===== src/rtl/mem_arbiter.sv =====
// mem_arbiter: round-robin sharing of one fixed-latency memory port between two requesters.
// Optional ARB_ADDR_CHECK_EN: addresses >= MEM_DEPTH complete with err instead of reaching memory.
module mem_arbiter #(
  parameter int DATA_W    = 32,
  parameter int ADDR_W    = 12,
  parameter int MEM_LAT   = 1,
  parameter int MEM_DEPTH = 4096
) (
  input  logic                clk,
  input  logic                reset,
  input  logic                m0_req,
  input  logic                m0_we,
  input  logic [ADDR_W-1:0]   m0_addr,
  input  logic [DATA_W-1:0]   m0_wdata,
  input  logic [DATA_W/8-1:0] m0_wstrb,
  output logic                m0_gnt,
  output logic                m0_rvalid,
  output logic [DATA_W-1:0]   m0_rdata,
  output logic                m0_err,
  input  logic                m1_req,
  input  logic                m1_we,
  input  logic [ADDR_W-1:0]   m1_addr,
  input  logic [DATA_W-1:0]   m1_wdata,
  input  logic [DATA_W/8-1:0] m1_wstrb,
  output logic                m1_gnt,
  output logic                m1_rvalid,
  output logic [DATA_W-1:0]   m1_rdata,
  output logic                m1_err,
  output logic                mem_en,
  output logic                mem_we,
  output logic [ADDR_W-1:0]   mem_addr,
  output logic [DATA_W-1:0]   mem_wdata,
  output logic [DATA_W/8-1:0] mem_wstrb,
  input  logic [DATA_W-1:0]   mem_rdata
);
  typedef enum logic {IDLE, WAIT} state_t;
  state_t state, state_nx;
  logic [2:0] cnt, cnt_nx;
  logic owner, owner_nx, last_gnt, last_gnt_nx, err_q, err_nx;
  logic pick, go, bad, done;
  logic [ADDR_W-1:0] sel_addr;
  // pick: 0 = m0, 1 = m1; on contention the side not granted last wins
  assign pick     = (m0_req & m1_req) ? ~last_gnt : m1_req;
  assign sel_addr = pick ? m1_addr : m0_addr;
  assign go       = ~reset & (state == IDLE) & (m0_req | m1_req);
  assign done     = ~reset & (state == WAIT) & (cnt == 3'd1);
`ifdef ARB_ADDR_CHECK_EN
  assign bad = 32'(sel_addr) >= MEM_DEPTH;
`else
  localparam int unused_depth = MEM_DEPTH;
  assign bad = 1'b0;
`endif
  always_comb begin
    state_nx    = state;
    cnt_nx      = cnt;
    owner_nx    = owner;
    last_gnt_nx = last_gnt;
    err_nx      = err_q;
    if (go) begin
      state_nx    = WAIT;
      cnt_nx      = bad ? 3'd1 : 3'(MEM_LAT);
      owner_nx    = pick;
      last_gnt_nx = pick;
      err_nx      = bad;
    end else if (state == WAIT) begin
      cnt_nx   = cnt - 3'd1;
      state_nx = (cnt == 3'd1) ? IDLE : WAIT;
    end
  end
  always_ff @(posedge clk) begin
    if (reset) begin
      state    <= IDLE;
      cnt      <= '0;
      owner    <= 1'b0;
      last_gnt <= 1'b1;
      err_q    <= 1'b0;
    end else begin
      state    <= state_nx;
      cnt      <= cnt_nx;
      owner    <= owner_nx;
      last_gnt <= last_gnt_nx;
      err_q    <= err_nx;
    end
  end
  assign m0_gnt    = go & ~pick;
  assign m1_gnt    = go & pick;
  assign mem_en    = go & ~bad;
  assign mem_we    = mem_en & (pick ? m1_we : m0_we);
  assign mem_addr  = mem_en ? sel_addr : '0;
  assign mem_wdata = mem_en ? (pick ? m1_wdata : m0_wdata) : '0;
  assign mem_wstrb = mem_en ? (pick ? m1_wstrb : m0_wstrb) : '0;
  assign m0_rvalid = done & ~owner;
  assign m1_rvalid = done & owner;
  assign m0_err    = m0_rvalid & err_q;
  assign m1_err    = m1_rvalid & err_q;
  assign m0_rdata  = (m0_rvalid & ~err_q) ? mem_rdata : '0;
  assign m1_rdata  = (m1_rvalid & ~err_q) ? mem_rdata : '0;
endmodule


===== config.mk =====
export PLATFORM = sky130hd
export DESIGN_NAME = mem_arbiter
export DESIGN_NICKNAME = d
export VERILOG_FILES = /design/src/rtl/mem_arbiter.sv
export SDC_FILE = /design/constraint.sdc
export NUM_CORES = 1
export LEC_CHECK = 0
export ABC_AREA = 1
export CAP_MARGIN = 30
export CORE_AREA = 2 2 97 99
export CTS_CLUSTER_DIAMETER = 40
export DETAILED_ROUTE_END_ITERATION = 16
export DIE_AREA = 0 0 99 101
export PLACE_DENSITY_LB_ADDON = 0.08
export SETUP_SLACK_MARGIN = 0.02
export SYNTH_ARGS = -nofsm -noshare
export SYNTH_HDL_FRONTEND = slang
export SYNTH_SLANG_ARGS = --single-unit

===== constraint.sdc =====
create_clock -name clk -period 3 [get_ports clk]
set_clock_uncertainty 0.05 [all_clocks]
set_input_delay 0.6 -clock clk [delete_from_list [all_inputs] [get_ports clk]]
set_output_delay 0.6 -clock clk [all_outputs]
set_load 0.05 [all_outputs]

# ---- Word-level counts from Yosys, hierarchy flattened
# Cells that the tools add are included.
dict set report word_totals {
  regBits 6
  latch_bits 0
  mem_bits_rw 0
  rom_bits 0
  wordCells 40
  mem_count 0
}
dict set report op_classes {
  addsub 1
  multipliers 0
  n_div 0
  order_cmp 0
  eq_ne 1
  n_shift 0
  muxes 15
  bitwise_logic 16
  n_reduce_logical 2
}
# operator count
set ops {}
lappend ops {{32-bit two-way mux} 4}
lappend ops {{12-bit two-way mux} 2}
lappend ops {{1-bit bitwise AND} 10}
lappend ops {{4-bit two-way mux} 2}
lappend ops {{1-bit two-way mux} 7}
lappend ops {{1-bit NOT} 5}
lappend ops {{3-bit by 1-bit equality test with 1-bit output (second input constant)} 1}
lappend ops {{3-bit by 1-bit subtractor with 3-bit output (second input constant)} 1}
lappend ops {{2-bit nonzero test} 1}
lappend ops {{2-bit OR reduction} 1}
lappend ops {{1-bit OR} 1}

# ---- Depth between registers and ports, before layout
# Gate-level depths: netlist of run 1.
dict set report depth {
  word_depth 5
  mapped_depth 7
}

# ---- Worst setup path before layout of run 1
# OpenSTA, ideal clock, no wires.
dict set report synth_path {
  path_kind {in2out}
  startpoint {in m1_req}
  endpoint {out mem_wdata[26]}
  arrival_time_ns 1.906
  required_time_ns 2.350
  setup_slack_ns 0.444
  cell_stages 6
  cell_sequence {buf_4 > inv_1 > nand2_1 > nand2_2 > buf_6 > a21oi_1}
}
dict set report synth_via {
  elab_chain_cells 4
  word_cells_on_any_way 6
  cone_classes {mux: 3; bitwise: 3}
}
# element line_no
set synth_rtl {}
lappend synth_rtl {{start, declared} 20} ;# input logic m1_req,
lappend synth_rtl {{1-bit bitwise AND} 43} ;# assign pick = (m0_req & m1_req) ? ~last_gnt : m1_req;
lappend synth_rtl {{1-bit two-way mux} 43}
lappend synth_rtl {{32-bit two-way mux} 90} ;# assign mem_wdata = mem_en ? (pick ? m1_wdata : m0_wdata) : '0;
lappend synth_rtl {{32-bit two-way mux (*)} 90}
lappend synth_rtl {{end, declared} 32} ;# output logic [DATA_W-1:0] mem_wdata,
# Every way passes the cells marked *; elsewhere a longest branch is shown, timed or not.

# ---- Worst setup path after layout of run 1
dict set report layout_path {
  startpoint {in m0_req}
  endpoint {out mem_wdata[5]}
}
dict set report layout_via {
  elab_chain_cells 4
  word_cells_on_any_way 6
  cone_classes {mux: 3; bitwise: 3}
}
# element line_no
set layout_rtl {}
lappend layout_rtl {{start, declared} 11} ;# input logic m0_req,
lappend layout_rtl {{1-bit bitwise AND} 43}
lappend layout_rtl {{1-bit two-way mux} 43}
lappend layout_rtl {{32-bit two-way mux} 90}
lappend layout_rtl {{32-bit two-way mux (*)} 90}
# Marked as above.

==> results of run 1 <==
power by group:
part / total (mW) / switching (mW) / internal, mW
logic: 0.967 / 0.496 / 0.470
clock network: 0.127 / 0.0405 / 0.0867
registers: 0.0995 / 0.00965 / 0.0898
total: 1.19 / 0.547 / 0.647
kinds of logic (layout without fill, tap and decap cells):
| kind of cell | Yosys count | in the layout | share of synthesized area |
|---|---|---|---|
| other | 1 | 2 | 0.00230 |
| flip-flops | 6 | 6 | 0.0736 |
| AO/OA/AOI/OAI | 53 | 53 | 0.163 |
| AND/OR/NAND/NOR | 187 | 187 | 0.505 |
| adder cells (fa/ha/maj) | 2 | 2 | 0.0153 |
| buffers and inverters | 75 | 311 | 0.241 |
metal layers:
metal  part of all wire  vias up  GRT usage
met2               0.52      182      0.344
met1               0.35     1298      0.186
met3               0.10       22     0.0527
li1                   -     1480          -
met5                  0        -          0
met4              0.033        0     0.0664
final timing paths:
kind                    startpoint                    end  slack, ns
max                         m0_req           mem_wdata[5]       0.22
min          last_gnt$_SDFFE_PP1P_  last_gnt$_SDFFE_PP1P_       0.44
max reg2reg       state$_SDFF_PP0_  last_gnt$_SDFFE_PP1P_       1.79
min reg2reg  last_gnt$_SDFFE_PP1P_  last_gnt$_SDFFE_PP1P_       0.44
state kept, by name, summed over array words and instances, names as in the netlist:
signal,flops
cnt,3
last_gnt,1
owner,1
state,1
worst reg2reg max path, stage by stage (launching register included):
cell     delay [ns]
dfxtp_1        0.34
nor2_1         0.18
nand2_2        0.14
buf_4          0.24
nand2_1        0.08
nand3_1        0.06
stage by stage:
step	std cells	power, mW	setup WS [ns]
3_5_place_dp	669	1.07	0.233
5_1_grt	672	1.25	0.114
3_3_place_gp	669	1.06	0.234
6_report	672	1.19	0.219
2_1_floorplan	325	0.551	0.444
4_1_cts	672	1.20	0.226
layout make-up:
type	instances	share of cell area
clock buffers	3	0.00764
flip-flops and latches	6	0.0222
well taps	111	0.0257
repair buffers	262	0.705
inverters	46	0.0320
multi-input cells	244	0.208
cells in the mapped netlist (all sizes together):
library cell   n  share of area
conb           1         0.0023
nand3         54           0.17
dfxtp          6          0.074
o21ai          3         0.0092
a21oi         50           0.15
clkbuf         8          0.018
inv           46           0.11
buf           21           0.12
nor2          70           0.17
nand3b         1          0.012
nor3           1         0.0031
nand2         61           0.14
ha             2          0.015
==> metrics.yaml, run 1 <==
grt_pass1_vias: 2881
clock_tree.buffer_depth: 2
clk_latency_ns: 0.23
rsz0062_at_grt: "no"
fin_crit_sh: 0.927
max_freq_mhz: 360
grt_start_max_net_pins: 41
placed_area_sq_um: 5360
area_delta_synth_final_pct: 231
postCtsSetupBuffers: 0
grt_pass1_wl_um: 14500
fin_tns_setup_ns: 0
synth_area_sq_um: 1630
ff_latch_area_sq_um: 120
critPathSlowestCell: "clkdlybuf4s50_1"
crit_buf_inv: 3
cts-buffers-inserted: 3
status: "complete, no violations"
grtUsageTotal: 0.180
hold_depth: 2
clock-sinks: 6
multi_input_area_sq_um: 1120
final_common_cell: "clkdlybuf4s50_1"
grt-ovfl-total: 0
hpwlAfterDp_um: 8280
dr.pass1.iters: 4
layout.nets: 699
drt_first_iter_violations: 63
final_core_utilization: 0.602
cp_data_required_time_ns: 2.35
holdWs_ns: 0.440
path_delay_family: "buffers and inverters"
cp.arrival_ns: 2.13
p_leak_nw: 2.41
finish.instance_area_sq_um: 5400
ys_ff_latch: 6
timing.final.crit_period_ns: 2.78
antenna_left: 0
syn_inst: 324
gp_congestion: 0.815
cp.depth: 6
cts_resized: 0
initial_utilization: 0.182
final_cell_mix: "clkdlybuf4s50_1 (132), buf_12 (121), nor2_1 (67), nand2_1 (58), nand3_1 (53)"
vias_per_cell: 4.44
cp_max_fo: 40
core_area_sq_um: 8980
n_antenna_cell: 0
maxCapViolCount: 0
seq_area_frac_synth: 0.0736
cp-end-kind: "primary output"
port_buffers: 251
yosysWarnings: 0
vdd_drop_max_v: 0.000116
slowest_delay_ns: 0.44
htree_levels: 1
power_density_nw_per_um2: 221
cts_tree: "done"
setup_violations: 0
reg2reg_depth: 5
die_area_sq_um: 10000
ys_types: 20
route.detailed.drc: 0
worstPathCellList: "clkdlybuf4s50_1 -> nand2_2 -> buf_4 -> nand3_1 -> a21oi_1 -> buf_12"
num_io_pins: 254
cts.clk_slew.worst_paths_ns: 0.04
syn_avg_cell_area_sq_um: 5.04
layout-drive-gt1-share: 0.253
start_kind: "input port"
die_w_um: 99
dieHeight_um: 101
rows: 35
slew_violations: 0
cts.hold.buffers_added: 0
drt-total-wl_um: 9840
post_drt_wl_per_cell_um: 14.6
crit_type: "input port to primary output"
fill_cells: 798
hold_viol: 0
antenna_found_initial: 0
hold_path_class: "flip-flop to flip-flop"
via_count: 2982
root_buffer: "clkbuf_8"
Power figures use the tool's default switching activity.
==> run 2: changes to the inputs <==
--- a/config.mk
+++ b/config.mk
@@ -6,11 +6,11 @@
 export NUM_CORES = 1
 export LEC_CHECK = 0
 export ABC_AREA = 1
-export CAP_MARGIN = 30
 export CORE_AREA = 2 2 97 99
 export CTS_CLUSTER_DIAMETER = 40
 export DETAILED_ROUTE_END_ITERATION = 16
 export DIE_AREA = 0 0 99 101
+export MAX_ROUTING_LAYER = met4
 export PLACE_DENSITY_LB_ADDON = 0.08
 export SETUP_SLACK_MARGIN = 0.02
 export SYNTH_ARGS = -nofsm -noshare
==> metrics.yaml, run 2 (synthesis gave the netlist of run 1 again) <==
switching_share: 0.458
via_count: 3021
hpwlAfterDp_um: 8280
timing.final.crit_period_ns: 2.78
grt_pass1_vias: 2895
n_antenna_cell: 0
cts-buffers-inserted: 3
p_sw_mw: 0.546
cts_tree: "done"
slowest_delay_ns: 0.44
clkPwrFrac: 0.106
htree_levels: 1
hold_path_class: "flip-flop to flip-flop"
largest_register_ffs: 3
cp.arrival_ns: 2.13
die_w_um: 99
area_delta_synth_final_pct: 231
clock_tree.buffer_depth: 2
placed_area_sq_um: 5360
dr.pass1.iters: 4
comb_power_share: 0.811
status: "complete, no violations"
seq_power_share: 0.083
cts.clk_slew.worst_paths_ns: 0.04
root_buffer: "clkbuf_8"
fin_crit_sh: 0.928
cts.hold.buffers_added: 0
core_area_sq_um: 8980
cp_max_fo: 40
max_freq_mhz: 359
path_delay_family: "buffers and inverters"
grt-ovfl-total: 0
hold_viol: 0
rsz0062_at_grt: "no"
p_leak_nw: 2.41
route.detailed.drc: 0
drt_first_iter_violations: 76
rows: 35
final_cell_mix: "clkdlybuf4s50_1 (132), buf_12 (121), nor2_1 (67), nand2_1 (58), nand3_1 (53)"
initial_utilization: 0.182
num_io_pins: 254
final_core_utilization: 0.602
die_area_sq_um: 10000
finish.instance_area_sq_um: 5400
post_drt_wl_per_cell_um: 14.6
setup_violations: 0
drt-total-wl_um: 9830
start_kind: "input port"
layout-drive-gt1-share: 0.253
port_buffers: 251
worstPathCellList: "clkdlybuf4s50_1 -> nand2_2 -> buf_4 -> nand3_1 -> a21oi_1 -> buf_12"
layout.nets: 699
antenna_left: 0
maxCapViolCount: 0
dieHeight_um: 101
vias_per_cell: 4.50
gp_congestion: 0.827
clock-sinks: 6
clk_latency_ns: 0.23
p_int_mw: 0.647
grtUsageTotal: 0.186
final_common_cell: "clkdlybuf4s50_1"
regMostFlops: "cnt"
antenna_found_initial: 0
critPathSlowestCell: "clkdlybuf4s50_1"
crit_buf_inv: 3
grt_pass1_wl_um: 14500
fin_tns_setup_ns: 0
power_density_nw_per_um2: 221
holdWs_ns: 0.440
vdd_drop_max_v: 0.000116
slew_violations: 0
post-place-ws_ns: 0.233
finalWorstSetupSlack_ns: 0.217
postCtsSetupBuffers: 0
cp_data_required_time_ns: 2.35
crit_type: "input port to primary output"
grt_start_max_net_pins: 41
cts_resized: 0
cp-end-kind: "primary output"
[run 2: cell counts in the layout (fill, tap and decap cells not counted)]
Identical to the previous run, type by type.
[run 2: cell type report]
| class | instances | area [sq um] |
|---|---|---|
| Timing Repair Buffer | 262 | 3810 |
| Sequential cell | 6 | 120 |
| Inverter | 46 | 173 |
| Clock buffer | 3 | 41.3 |
| Tap cell | 111 | 139 |
| Multi-Input combinational cell | 244 | 1120 |
| Fill cell | 798 | 3570 |
[run 2: path summary, 6_finish.rpt]
check | from | end | slack (ns) | depth (start not counted)
hold reg to reg | last_gnt$_SDFFE_PP1P_ | last_gnt$_SDFFE_PP1P_ | 0.44 | 2
setup reg to reg | state$_SDFF_PP0_ | last_gnt$_SDFFE_PP1P_ | 1.79 | 5
hold / removal | last_gnt$_SDFFE_PP1P_ | last_gnt$_SDFFE_PP1P_ | 0.44 | 2
setup / recovery | m0_req | mem_wdata[5] | 0.22 | 6
[run 2: power groups by stage]
stage	combinational (mW)	clock (mW)	sequential, mW
final	0.967	0.126	0.0994
after CTS	0.975	0.128	0.0992
after global placement	0.964	0	0.100
after detailed placement	0.972	0	0.100
after floorplan	0.452	0	0.0989
after global routing	1.02	0.132	0.101
[run 2: worst min-delay path: cells and delay by family (launching register included)]
family	cells	cell delay [ns]
DFF	1	0.34
and+or+nand+nor	2	0.12
[run 2: routing by layer]
layer	vias up	global-route usage	routed length (um)
li1	1480	-	-
met1	1340	0.202	3670
met2	179	0.344	5130
met3	22	0.0250	715
met4	0	0.0664	323
met5	-	-	0
[run 2: metrics by stage]
step | std cells | total power, mW
after CTS | 672 | 1.20
after detailed placement | 669 | 1.07
after global routing | 672 | 1.25
after floorplan | 325 | 0.551
after global placement | 669 | 1.06
final | 672 | 1.19
